## src/rtl/axis_fifo_pkt.sv

```systemverilog
// AXI-Stream FWFT FIFO with {tlast,tdata} storage, a write at edge N is visible at N+1; s_axis_tready = !fifo_full.
// `define AXIS_FIFO_PACKET_MODE_EN to hold m_axis_tvalid until a whole packet is stored (full escapes oversize packets).
module axis_fifo_pkt #(
  parameter int AXI_DATA_WIDTH = 32,
  parameter int AXI_DATA_DEPTH = 16,
  parameter int AFULL_MARGIN   = 2
) (
  input  logic                              aclk,
  input  logic                              aresetn,
  input  logic [AXI_DATA_WIDTH-1:0]         s_axis_tdata,
  input  logic                              s_axis_tvalid,
  input  logic                              s_axis_tlast,
  output logic                              s_axis_tready,
  output logic [AXI_DATA_WIDTH-1:0]         m_axis_tdata,
  output logic                              m_axis_tvalid,
  output logic                              m_axis_tlast,
  input  logic                              m_axis_tready,
  output logic                              fifo_empty,
  output logic                              fifo_half,
  output logic                              fifo_afull,
  output logic                              fifo_full,
  output logic [$clog2(AXI_DATA_DEPTH):0]   fifo_level
);

  localparam int AW = $clog2(AXI_DATA_DEPTH);
  localparam int PW = AW + 1;
  localparam logic [PW-1:0] HALF_LVL  = PW'(AXI_DATA_DEPTH / 2);
  localparam logic [PW-1:0] AFULL_LVL = PW'(AXI_DATA_DEPTH - AFULL_MARGIN);

  typedef struct packed {
    logic                      last;
    logic [AXI_DATA_WIDTH-1:0] data;
  } beat_t;

  beat_t         mem [AXI_DATA_DEPTH];
  beat_t         rd_beat;
  logic [PW-1:0] wr_ptr, rd_ptr;
  logic [PW-1:0] wr_ptr_nxt, rd_ptr_nxt, level_nxt;
  logic          empty_nxt, full_nxt;
  logic          wr_en, rd_en;

  assign s_axis_tready = !fifo_full;
  assign wr_en         = s_axis_tvalid && !fifo_full;
  assign rd_en         = m_axis_tvalid && m_axis_tready;

  // Output is forced to zero when empty so stale memory never leaks out.
  assign rd_beat      = mem[rd_ptr[AW-1:0]];
  assign m_axis_tdata = fifo_empty ? '0 : rd_beat.data;
  assign m_axis_tlast = !fifo_empty && rd_beat.last;

`ifdef AXIS_FIFO_PACKET_MODE_EN
  logic [PW-1:0] pkt_count;
  logic          pkt_in, pkt_out;

  assign pkt_in  = wr_en && s_axis_tlast;
  assign pkt_out = rd_en && m_axis_tlast;

  always_ff @(posedge aclk or negedge aresetn) begin
    if (!aresetn) begin
      pkt_count <= '0;
    end else if (pkt_in && !pkt_out) begin
      pkt_count <= pkt_count + 1'b1;
    end else if (!pkt_in && pkt_out) begin
      pkt_count <= pkt_count - 1'b1;
    end
  end

  assign m_axis_tvalid = !fifo_empty && ((pkt_count != '0) || fifo_full);
`else
  assign m_axis_tvalid = !fifo_empty;
`endif

  // Power-of-two depth: plain PW-bit increment wraps the address and toggles the wrap bit.
  always_comb begin
    wr_ptr_nxt = wr_ptr + PW'(wr_en);
    rd_ptr_nxt = rd_ptr + PW'(rd_en);
    level_nxt  = wr_ptr_nxt - rd_ptr_nxt;
    empty_nxt  = (wr_ptr_nxt == rd_ptr_nxt);
    full_nxt   = (wr_ptr_nxt[AW-1:0] == rd_ptr_nxt[AW-1:0]) && (wr_ptr_nxt[AW] != rd_ptr_nxt[AW]);
  end

  always_ff @(posedge aclk) begin
    if (wr_en) begin
      mem[wr_ptr[AW-1:0]] <= '{last: s_axis_tlast, data: s_axis_tdata};
    end
  end

  always_ff @(posedge aclk or negedge aresetn) begin
    if (!aresetn) begin
      wr_ptr     <= '0;
      rd_ptr     <= '0;
      fifo_level <= '0;
      fifo_empty <= 1'b1;
      fifo_full  <= 1'b0;
      fifo_half  <= 1'b0;
      fifo_afull <= 1'b0;
    end else begin
      wr_ptr     <= wr_ptr_nxt;
      rd_ptr     <= rd_ptr_nxt;
      fifo_level <= level_nxt;
      fifo_empty <= empty_nxt;
      fifo_full  <= full_nxt;
      fifo_half  <= (level_nxt >= HALF_LVL);
      fifo_afull <= (level_nxt >= AFULL_LVL);
    end
  end

endmodule

```

## config.mk

```make
export PLATFORM = sky130hd
export DESIGN_NAME = axis_fifo_pkt
export DESIGN_NICKNAME = d
export VERILOG_FILES = /design/src/rtl/axis_fifo_pkt.sv
export SDC_FILE = /design/constraint.sdc
export NUM_CORES = 1
export LEC_CHECK = 0
export ABC_CLOCK_PERIOD_IN_PS = 5000
export BUFFER_PORTS_ARGS = -buffer_cell sky130_fd_sc_hd__buf_2
export CORE_ASPECT_RATIO = 1.2
export CORE_MARGIN = 5
export CORE_UTILIZATION = 61
export CTS_BUF_LIST = sky130_fd_sc_hd__clkbuf_8 sky130_fd_sc_hd__clkbuf_16
export DETAILED_ROUTE_END_ITERATION = 16
export PLACE_DENSITY = 0.79
export SLEW_MARGIN = 20
export SYNTH_ARGS = -nofsm -noshare
export SYNTH_HDL_FRONTEND = slang
export SYNTH_SLANG_ARGS = --single-unit
```

## constraint.sdc

```tcl
create_clock -name aclk -period 5 [get_ports aclk]
set_input_delay 0.25 -clock aclk [delete_from_list [all_inputs] [get_ports aclk]]
set_output_delay 0.25 -clock aclk [all_outputs]
set_load 0.02 [all_outputs]
```

# Yosys cells after proc, flatten, opt, wreduce, memory -nomap -nowiden
# Memory sizes are Yosys's and may differ from the RTL's.
# Index checks and enable logic that the tools add are counted.
classes:
  order_cmp: 2
  n_addsub: 3
  muxes: 3
  reduce_logical: 6
  n_eq_ne: 3
op_table:
  columns: ["operator", "count"]
  rows:
  - ["$mux 32", 1]
  - ["$add 5x1->5", 2]
  - ["$ge 5x4->1 const B", 2]
  - ["$eq 5x5->1", 1]
  - ["$sub 5x5->5", 1]
  - ["$eq 4x4->1", 1]
  - ["$logic_and 1x1->1", 4]
  - ["$logic_not 1->1", 2]
  - ["$mux 1", 2]
  - ["$ne 1x1->1", 1]
totals:
  word_cells: 25
  ff_bits: 19
  ramBits: 528
  memories: 1
mem_list:
  columns: ["name", "words", "word_bits", "rd", "rd_clocked_by_memory_dff", "write_ports", "line", "text"]
  rows:
  - ["mem", 16, 33, 1, 0, 1, "35", "beat_t mem [AXI_DATA_DEPTH];"]

# Longest topological paths before layout
# Gate-level depths: netlist of run 1.
logic_depth:
  depth_word: 5
  mapped_depth: 13

# Worst setup path after synthesis of run 1
# Ideal clock, no wire load.
synth_timing:
  kind: "register -> register"
  startpoint: "register fifo_full"
  endpoint: "memory mem[12][0] in the netlist's numbering, enable pin"
  path_stages_with_launch: 4
  t_required_ns: 4.536
  path_buffers: 0
  setup_ns: 0.464
  slack_ns: 1.356
  arrival_time_ns: 3.180
  cell_sequence: "dfrtp_1 nor2b_1 nand3_1 nor3_1"
synth_via:
  elab_chain_len: 4
synth_lines:
  columns: ["element", "line", "text"]
  rows:
  - ["start, declared", "21", "output logic fifo_full,"]
  - ["start signal, assigned", "102", "fifo_full <= full_nxt;"]
  - ["$logic_not 1->1", "43", "assign wr_en = s_axis_tvalid && !fifo_full;"]
  - ["$logic_and 1x1->1", "43", null]
  - ["$mux 1", "83", "if (wr_en) begin"]
  - ["$mux 1 (not written as such)", "84", "mem[wr_ptr[AW-1:0]] <= '{last: s_axis_tlast, data: s_axis_tdata};"]
  - ["end, declared", "35", null]
# Every way passes these cells.

# Worst setup path after layout of run 1
layout_timing:
  startpoint: "register rd_ptr[1]"
  endpoint: "output m_axis_tdata[2]"
layout_via:
  elab_chain_len: 2
layout_lines:
  columns: ["element", "line", "text"]
  rows:
  - ["start, declared", "37", "logic [PW-1:0] wr_ptr, rd_ptr;"]
  - ["start signal, assigned", "99", "rd_ptr <= rd_ptr_nxt;"]
  - ["$mem_v2 16x33", null, null]
  - ["$mux 32", "48", "assign m_axis_tdata = fifo_empty ? '0 : rd_beat.data;"]
  - ["end, declared", "14", "output logic [AXI_DATA_WIDTH-1:0] m_axis_tdata,"]
# Every way passes these cells.

==> results of run 1 <==
final timing paths:
path	startpoint	cells past startpoint	slack (ps)	end
max in group asynchronous	aresetn	2	4530	rd_ptr[1]
max reg2reg	rd_ptr[1]	6	1960	fifo_afull
min	s_axis_tdata[8]	1	60	mem[15][8]
min in group asynchronous	aresetn	2	150	rd_ptr[4]
min reg2reg	wr_ptr[4]	1	500	wr_ptr[4]
max	rd_ptr[1]	5	1260	m_axis_tdata[2]
synthesized netlist by cell type (all sizes together) (2+ instances only):
cell type	number
a21oi	2
a221oi	2
a22oi	2
and2	33
buf	23
clkbuf	22
dfrtp	18
edfxtp	528
ha	6
inv	13
mux4	165
nand2	9
nand2b	2
nand3	9
nand3b	2
nor2	13
nor3	5
o21ai	2
o221ai	2
o311a	2
or3	2
xnor2	8
xor2	4
metal layers:
layer	share of wire (%)	routed length [µm]	vias to the layer above	global-route usage (%)
li1	-	-	3997	-
met1	36	17000	5223	34.0
met2	52	24200	611	42.3
met3	9.3	4340	99	5.51
met4	2.7	1270	10	7.54
met5	0.14	67	-	0
sequential cells by signal, indices dropped and copies added, names as in the netlist:
| register | flops |
|---|---|
| fifo_afull | 1 |
| fifo_empty | 1 |
| fifo_full | 1 |
| fifo_half | 1 |
| fifo_level | 5 |
| mem | 528 |
| rd_ptr | 5 |
| wr_ptr | 5 |
placed cells by master, fill, tap and decap left out, drive strengths merged, types with 2 or more instances in the layout:
cell,instances
a21oi,2
a221oi,2
a22oi,2
and2,33
buf,114
bufinv,4
clkbuf,51
clkinv,24
dfrtp,18
edfxtp,528
ha,6
inv,23
mux4,165
nand2,9
nand2b,2
nand3,9
nand3b,2
nor2,13
nor3,5
o21ai,2
o221ai,2
o311a,2
or3,2
xnor2,8
xor2,4
final cells by class:
cell class / count / area, µm² / share of cell area, %
Antenna cell: 1 / 2.50 / 0.0105
Clock buffer: 51 / 1280 / 5.36
Clock inverter: 39 / 274 / 1.15
Inverter: 13 / 48.8 / 0.205
Multi-Input combinational cell: 279 / 4580 / 19.3
Sequential cell: 547 / 16300 / 68.7
Tap cell: 456 / 571 / 2.40
Timing Repair Buffer: 115 / 691 / 2.90
metrics by stage:
| step | power, µW | setup slack [ps] | hold WS [ps] |
|---|---|---|---|
| final | 14100 | 1260 | 59.4 |
| after global routing | 14700 | 1120 | 49.6 |
| after CTS | 14200 | 1130 | 40.9 |
| after detailed placement | 10500 | 1730 | 202 |
| after global placement | 10400 | 1740 | 195 |
| after floorplan | 9160 | 1360 | -45.6 |
cell families (layout without fill, tap and decap cells):
kind of cell | after synthesis | in the layout | share of synthesized area (%)
AO/OA/AOI/OAI | 18 | 18 | 0.665
XOR/XNOR | 12 | 12 | 0.498
adder cells (fa/ha/maj) | 6 | 6 | 0.356
buffers and inverters | 58 | 218 | 1.41
flip-flops | 547 | 547 | 77.4
multiplexers | 165 | 165 | 17.6
other | 0 | 1 | 0
AND/OR/NAND/NOR | 78 | 78 | 2.01
power by group through the flow:
stage	registers (µW)	logic, µW	clock network, µW
2_1_floorplan	5770	3400	0
3_3_place_gp	6100	4280	0
3_5_place_dp	6130	4350	0
4_1_cts	6060	4440	3680
5_1_grt	6040	4780	3900
6_report	5990	4470	3650
timing repair:
item | 4_1_cts | 5_1_grt
hold buffers | 1 | 0
setup buffers | 0 | 0
gates resized for setup | 0 | 0
endpoints found under the hold margin | 19 | 0
worst max-delay path, cell delays in order (launching register included):
cell     delay, ps
dfrtp_4       1020
buf_4          540
mux4_2         420
mux4_2         510
and2_1         180
buf_2          160
==> run summary, run 1 <==
The number of buffers on the longest clock path is 3. Counting flops and latches in the post-synthesis netlist gives 547. The count of yosys warnings during synthesis is 0.

The data arrival time of the critical path is 3490 ps. The initial core utilization is 61.9%. The max-slew violation total from the final report came out at 0. The finished cells cover 23,800 µm². After layout, the minimum clock period comes to 3740 ps. The critical path in this run is classified as reg -> out. The height of the die is 214 µm. The fraction of final layout cells sized beyond drive strength 1 is 35.2%. The global-route wire length before repair is 70.1 mm. The placeable core region came out at 34,100 µm². In this run the power spent charging and discharging nets is 4380 µW. Cells fill 69.8% of the core in the end. Net switching is 31.1% of the power. The total number of vias came out at 9,940.

Fill cells in the final layout number 1,990. The clock edge transition at the registers on the reported setup and hold paths is 60 ps. The clock share of power is 25.9%.

The number of design rule violations left after detail routing is 0. Counting flops with a built-in enable in the synthesized netlist gives 528. The count of input and output buffers came out at 80.

Across the VDD grid, the largest voltage drop is 323 µV. The post-detailed-routing wire length is 46.8 mm. The leakage power summed over all cells came out at 0.00767 µW. The number of global-route vias before repair is 10.4k.

The internal power is 9730 µW. The endpoint required time on the critical path came out at 4750 ps. After detailed placement, the total cell area comes to 22,200 µm². The final hold violation count came out at 0. The number of nets at the end of the flow came out at 1,048. The average wire per standard cell came out at 31.2 µm. The largest net degree at the start of global routing is 60. The first detailed-routing pass took 7 iterations. The clock latency reported for the late side of the worst-skew pair is 570 ps. The timing-limited maximum frequency is 0.268 GHz.

Counting every net in the synthesized netlist gives 927. The count of different cell masters after synthesis is 35. The number of max-cap violations came out at 0. The combined area of all synthesized cells came out at 21,100 µm². The I/O pin total is 81.

The share of flip-flops with an asynchronous set or reset after synthesis came out at 3.47%. The number of placement rows is 74. For this block, the initial DRC count from the detailed router was 1,241.

The remaining antenna violation count came out at 0. The worst setup path is launched from a register. The number of cells after detailed placement came out at 1,408. The number of sinks handled by clock tree synthesis came out at 547.

Of all nets on the critical path, the largest fanout is 59. The power density over the cells came out at 593 nW/µm². In this run the worst hold path is classified as in -> reg. The fraction of post-synthesis cell area in the top cell type by area came out at 75.2%. For the final database, setup skew stands at 16.0 ps. The post-synthesis to final-layout area growth came out at 12.8%. The run finished with clean final reports. The die area came out at 38,400 µm². Across every metal layer, demand over resource in global routing totals 25.1%.

The width of the die came out at 180 µm. The worst-margin pin slew is 1120 ps. STA classifies the critical path endpoint as an output pin. The mean area per synthesized cell is 23.9 µm².

The post-synthesis cell count came out at 884. Summed over all layers, the global routing overflow is 0. Sequential elements use 77.4% of the synthesized area.

Per report_power, the sequential group accounts for 42.5% of the total. Clock tree synthesis selected as its root buffer the cell clkbuf_16. Among all flip-flop cells after synthesis, the most frequent one is edfxtp_1. The tightest slew margin relative to the limit came out at 24.9%. TritonCTS built the clock tree. The final number of setup-violating endpoints came out at 0.

The routability congestion estimate from global placement is 0.770. The power share of the combinational group came out at 31.7%. The maximum level of the CTS H-tree is 2. Detailed placement ended at an HPWL of 23.3 mm. The count of non-filler cells in the finished layout came out at 1,501.

The post-route setup TNS is 0 ps. After synthesis, the cell types taking the most area are edfxtp_1 (75%), mux4_2 (18%), dfrtp_1 (2.1%). The detail-routed via count per cell came out at 6.62.

Setup repair after global routing left no endpoint under its margin. edfxtp_1 takes more of the synthesized area than any other cell. The final critical path takes up 74.7% of the cycle. The number of buffers inserted during clock tree synthesis came out at 49. The initial antenna violation count came out at 7.
No activity file was read; power rests on OpenSTA's default activity.
==> inputs of run 2 (changes only) <==
--- a/config.mk
+++ b/config.mk
@@ -5,14 +5,14 @@
 export SDC_FILE = /design/constraint.sdc
 export NUM_CORES = 1
 export LEC_CHECK = 0
-export ABC_CLOCK_PERIOD_IN_PS = 5000
+export ABC_CLOCK_PERIOD_IN_PS = 3400
 export BUFFER_PORTS_ARGS = -buffer_cell sky130_fd_sc_hd__buf_2
 export CORE_ASPECT_RATIO = 1.2
 export CORE_MARGIN = 5
-export CORE_UTILIZATION = 61
+export CORE_UTILIZATION = 55
 export CTS_BUF_LIST = sky130_fd_sc_hd__clkbuf_8 sky130_fd_sc_hd__clkbuf_16
 export DETAILED_ROUTE_END_ITERATION = 16
-export PLACE_DENSITY = 0.79
+export PLACE_DENSITY = 0.75
 export SLEW_MARGIN = 20
 export SYNTH_ARGS = -nofsm -noshare
 export SYNTH_HDL_FRONTEND = slang
==> constraint.sdc (replaced) <==
create_clock -name aclk -period 3.4 [get_ports aclk]
set_input_delay 0.17 -clock aclk [delete_from_list [all_inputs] [get_ports aclk]]
set_output_delay 0.17 -clock aclk [all_outputs]
set_load 0.02 [all_outputs]
==> run 2 against run 1 <==
Against the previous run:
- total power rose by 50%
- core utilization is 5.2 points lower
- clock power up 52%
- flip-flop and latch count unchanged
- setup slack got worse by 1100 ps
- routed wire length down 1.2%
- clock skew shrank 1.4 ps
- largest cell class unchanged
==> run summary, run 2 (synthesis gave the netlist of run 1 again) <==
The tightest slew margin relative to the limit came out at 36.3%. The die area came out at 42,400 µm². The critical path is of the reg -> out type.

Summing over every cut layer, the via total after detailed routing is 9,860. The overall routing resource usage is 22.2%. The power dissipated by switching net loads is 6480 µW. The placeable core region came out at 37,900 µm². The initial antenna violation count came to 1. The worst setup path is captured at an output pin. The first detailed-routing pass ran for 6 iterations. The max-slew violation total from the final report came to 0. The internal power came out at 14,700 µW. Routability-driven placement finished with a final weighted congestion of 0.759. TritonCTS built the clock tree. The largest fanout on the critical path came out at 36. Counting the buffers created by CTS gives 50.

Gates resized during post-CTS repair numbered 0. The I/O pin total came out at 81. The number of global-route vias before repair was 10.5k. The final clock skew is 14.6 ps. The worst-case IR drop observed on VDD is 434 µV.

The cell sitting at the root of the clock tree is a clkbuf_16. In this run the worst hold path is classified as in -> async. In the routed layout, each cell is associated on average with a via count of 6.28. Summed over all cells, the static leakage comes to 0.00795 µW. The number of sinks handled by clock tree synthesis came out at 547. The H-tree was split into 2 levels. Dividing the final minimum period by the clock period gives 94.0%.

The flow ran to the end, and the final reports show no timing, DRC or antenna violations. Leaving out fill and tap cells, the most frequent cell in the layout is edfxtp_1. Once the floorplan was initialized, standard cells occupied 55.7% of the core. The fraction of final layout cells sized beyond drive strength 1 is 34.7%. The switching fraction of total power came out at 30.6%. The flip-flop count of the largest register, all copies and words added is 528. The clock edge transition at the registers on the reported setup and hold paths came out at 70 ps. The timing-limited maximum frequency came out at 0.313 GHz. For flop-to-flop paths, the worst setup slack is 640 ps. The final global-route overflow total is 0. The final hold violation count came out at 0. The power density over the cells came out at 864 nW/µm². Row generation in the floorplan step produced 78 rows.

The width of the die came out at 189 µm. The remaining antenna violation count is 0. STA puts the critical path data required time at 3230 ps. The final number of setup-violating endpoints came out at 0. After layout, the design draws a total of 21,200 µW. The net count of the finished layout is 1,090. The final-layout fill cell count came out at 2,394. The worst-case reg-to-reg path depth came out at 11. The worst setup path is launched from a register. The height of the die came out at 225 µm. The share of total power dissipated in the clock network is 26.1%. The placement-stage worst setup slack is 615 ps. The post-synthesis to final-layout area growth is 16.1%. During placement, the flow inserted port buffers numbering 80. The worst-margin pin slew came out at 956 ps.

The reg-to-reg startpoint is rd_ptr[0]. The power share of the combinational group came out at 32.6%. The number of buffers on the longest clock path came out at 3.

The worst flop-to-flop path endpoint is fifo_afull. The number of max-cap violations is 0. Setup repair after global routing left no endpoint under its margin. The final critical delay including setup and external delays came out at 3200 ps. The sequential group share of total power came out at 41.2%. After detailed routing, the average wire length per cell comes to 29.5 µm. The largest net degree at the start of global routing is 37. The final core utilization came out at 64.7%. Clock latency on the worst-skew pair, taken at its later pin, is 570 ps. The post-route setup TNS is 0 ps.

The sum of net half-perimeters after detailed placement came out at 23.3 mm. The library cells used most frequently in the layout, excluding fill and tap cells, are edfxtp_1 (528), mux4_2 (165), buf_2 (80). The global-route wire length before repair came out at 68.7 mm.

After layout, the worst setup slack is 204 ps. The data arrival time of the critical path came out at 3030 ps. The number of violations reported at the end of detailed-routing iteration 0 came out at 1,294. The number of design rule violations left after detail routing is 0. The post-detailed-routing wire length came out at 46.3 mm.
## run 2: cell types whose count changed in the layout (fill, tap and decap cells not counted), sizes merged
cell,previous run,this run
dlygate4sd3,1,35
buf,114,121
inv,23,26
bufinv,4,6
clkinv,24,22
## run 2: area by class of cell
class | instances | area [µm²] | share of cell area (%)
antenna | 1 | 2.50 | 0.0102
clock buffer | 51 | 1280 | 5.21
tap | 480 | 601 | 2.45
timing repair buffer | 156 | 1280 | 5.24
sequential | 547 | 16300 | 66.7
clock inverter | 42 | 338 | 1.38
multi-input combinational | 279 | 4600 | 18.8
inverter | 13 | 48.8 | 0.199
## run 2: worst max-delay path by stage
stage	start	to	slack, ps
3_5_place_dp	rd_ptr[0]	fifo_afull	620
5_1_grt	rd_ptr[0]	m_axis_tdata[0]	110
2_1_floorplan	fifo_full	mem[15][0]	630
6_report	rd_ptr[1]	m_axis_tdata[22]	200
3_3_place_gp	rd_ptr[0]	m_axis_tdata[0]	650
4_1_cts	rd_ptr[0]	m_axis_tdata[0]	5
## run 2: through the flow
step / cell area (µm²) / std cells / hold slack, ps
finish: 24500 / 1569 / 75.2
global route: 24500 / 1569 / 117
CTS: 24500 / 1567 / 86.9
detailed placement: 22500 / 1439 / 139
global placement: 22500 / 1439 / 123
floorplan: 21100 / 884 / -126
## run 2: critical path, stage by stage, from the launching register on
cell and delay [ps]:
dfrtp_4 870, buf_4 420, mux4_2 350, mux4_2 490, and2_1 170, buf_2 150
## run 2: power by group through the flow
| stage | combinational [µW] | clock (µW) | sequential [µW] |
|---|---|---|---|
| 3_5_place_dp | 6810 | 0 | 8880 |
| 6_report | 6910 | 5530 | 8720 |
| 5_1_grt | 7380 | 5930 | 8790 |
| 3_3_place_gp | 6740 | 0 | 8840 |
| 4_1_cts | 6940 | 5610 | 8770 |
| 2_1_floorplan | 5000 | 0 | 8480 |
## run 2: routing by layer
layer	routed length, µm	part of all wire (%)	track usage [%]	vias to the layer above
met4	1100	2.4	6.02	0
met1	17400	38	29.8	5264
li1	-	-	-	4080
met2	24600	53	38.8	434
met5	0	0	0	-
met3	3200	6.9	3.31	82
## run 2: what timing repair did
action                                 CTS  global route
endpoints found under the hold margin  548             0
buffers inserted                         0             1
hold buffers                            35             0
setup endpoints to repair                0             8
==> inputs of run 3 (changes only) <==
--- a/config.mk
+++ b/config.mk
@@ -5,14 +5,13 @@
 export SDC_FILE = /design/constraint.sdc
 export NUM_CORES = 1
 export LEC_CHECK = 0
-export ABC_CLOCK_PERIOD_IN_PS = 3400
 export BUFFER_PORTS_ARGS = -buffer_cell sky130_fd_sc_hd__buf_2
 export CORE_ASPECT_RATIO = 1.2
 export CORE_MARGIN = 5
 export CORE_UTILIZATION = 55
 export CTS_BUF_LIST = sky130_fd_sc_hd__clkbuf_8 sky130_fd_sc_hd__clkbuf_16
 export DETAILED_ROUTE_END_ITERATION = 16
-export PLACE_DENSITY = 0.75
+export PLACE_DENSITY = 0.73
 export SLEW_MARGIN = 20
 export SYNTH_ARGS = -nofsm -noshare
 export SYNTH_HDL_FRONTEND = slang
==> run 3 against run 2 <==
Against the previous run:
- critical path type unchanged
- combinational power is essentially flat
- cell count fell by 0.25%
- routed wire length down 3.5%
- critical endpoint is now m_axis_tdata[2]
- critical path depth decreased by 1
- global-route usage down 0.57 points
- count of clock-buffer cells in the layout is 1 higher
- sequential share of layout area about the same
- flip-flop and latch count stayed put
- total power about the same
- clock power is 1% higher
- via count down 0.44%
- clock skew up 3.9 ps
==> run summary, run 3 (synthesis gave the netlist of run 1 again) <==
The flow ran to the end, and the final reports show no timing, DRC or antenna violations. The initial antenna violation count is 0. The number of nets at the end of the flow is 1,087. The class of the tightest hold or removal check is in -> async. The first global-routing pass estimated 67.4 mm of wire. The post-route netlist has 34.8% of its cells at a drive strength greater than 1.

The average wire per standard cell is 28.5 µm. The max-slew violation total from the final report came to 0. The worst slack on hold paths is 81.3 ps. The maximum level of the CTS H-tree is 2.

STA classifies the critical path endpoint as an output pin. The number of buffers inserted during clock tree synthesis came out at 51. The post-detailed-routing wire length is 44.7 mm. The critical path start-end classification is reg -> out. Once the floorplan was initialized, standard cells occupied 55.7% of the core.

The final critical delay including setup and external delays came out at 3120 ps. The total number of vias came out at 9,817. The data arrival time of the critical path came out at 2950 ps.

The detail-routed via count per cell came out at 6.27. The final core utilization came out at 64.6%. The flip-flop count of the largest register, all copies and words added came out at 528. For this run, the detailed router's first-pass iteration total came to 5. The sum of net half-perimeters after detailed placement is 23.5 mm. The highest-delay cell along the critical path is dfrtp_2. The number of antenna diodes came out at 0. The number of buffers on the longest clock path came out at 3.

The height of the die came out at 225 µm. The count of input and output buffers is 80. The post-route setup TNS is 0 ps. TritonCTS built the clock tree.

The post-detailed-placement cell area came out at 22,400 µm². The number of sinks handled by clock tree synthesis came out at 547. The final worst-path cycle share is 91.7%. The initialized floorplan defines 78 standard-cell rows. The overall routing resource usage came out at 21.6%. The power density over the cells is 864 nW/µm². The most common library cell in the layout ignoring fill and taps is edfxtp_1. The critical path goes through buf_4, mux4_2, and2_1, buf_2.

The worst setup path is launched from a register. The post-synthesis to final-layout area growth is 16.1%. The number of global-route vias before repair came out at 10.3k.

The routability congestion estimate from global placement came out at 0.806. Setup repair after global routing left no endpoint under its margin. The remaining antenna violation count came out at 0. The width of the die is 189 µm. The tightest slew margin relative to the limit is 34.6%. The endpoint required time on the critical path came out at 3230 ps. On the worst path, the slowest cell contributes a delay of 1010 ps. The final global-route overflow total came out at 0. The clock edge transition at the registers on the reported setup and hold paths came out at 60 ps. The number of violations reported at the end of detailed-routing iteration 0 came out at 994.

On the critical path the largest part of the delay comes from flip-flops. Clock tree synthesis selected as its root buffer the cell clkbuf_16. The finished cells cover 24,500 µm².

Pin placement for this block handled 81 I/O pins. At the pin with the least slew margin, the transition time is 981 ps. In this run the critical register-to-register path is launched from fifo_full. The peak supply drop came out at 476 µV. The die area came out at 42,400 µm².

The final hold violation count is 0. The final clock skew came out at 18.5 ps. The clock latency reported for the late side of the worst-skew pair came out at 580 ps. In the layout the commonest cells are edfxtp_1 (528), mux4_2 (165), buf_2 (80).

The largest fanout on the critical path came out at 26. The timing-limited maximum frequency is 0.321 GHz. The placeable core region came out at 37,900 µm². The number of design rule violations left after detail routing came out at 0. The leakage power summed over all cells came out at 0.00795 µW.

The buffering stage count on the worst path with inverters included came out at 2. Entering global routing, the biggest net connects 44 pins. The source of the critical timing path is rd_ptr[3]. The final number of setup-violating endpoints came out at 0. The number of max-cap violations is 0.
## run 3: worst paths after layout
| path | end | slack (ps) | cells after the start |
|---|---|---|---|
| min in group aclk | wr_ptr[0] | 260 | 3 |
| max | m_axis_tdata[2] | 280 | 4 |
| max reg2reg | fifo_afull | 670 | 10 |
| max in group asynchronous | rd_ptr[1] | 2970 | 2 |
| min reg2reg | rd_ptr[4] | 490 | 1 |
| min | rd_ptr[2] | 80 | 2 |
## run 3: what timing repair did
action	4_1_cts	5_1_grt
hold buffers	35	0
gates resized for setup	0	0
endpoints found under the hold margin	548	0
setup buffers	0	1
setup endpoints to repair	0	2
## run 3: layout make-up
class	instances	area (µm²)
sequential	547	16300
timing repair buffer	152	1240
inverter	13	48.8
tap	480	601
fill	2437	13400
clock buffer	52	1300
multi-input combinational	279	4600
clock inverter	42	350
## run 3: power by group
part           switching (µW)  internal, µW
combinational            3590          3340
clock                    2370          3220
sequential                470          8150
## run 3: worst reg2reg max path: cells and delay by family (launching register included)
family | cells | cell delay (ps)
flops | 1 | 390
simple gates | 2 | 830
fa+ha+maj | 3 | 910
buf+inv | 1 | 50
compound gates | 3 | 260
xor+xnor | 1 | 210
## run 3: routing by layer
metal  wire length (µm)  up-vias  track usage (%)
met1              18000     5283             31.2
li1                   -     4073                -
met4                777        0             4.82
met2              22900      406             36.1
met5                  0        -                0
met3               2910       55             3.12
## run 3: per-stage QoR
step	std cells	total power, µW	worst slack (ps)
2_1_floorplan	884	13500	635
3_3_place_gp	1435	15600	727
3_5_place_dp	1435	15700	647
4_1_cts	1564	21300	84.3
5_1_grt	1565	22100	139
6_report	1565	21100	283
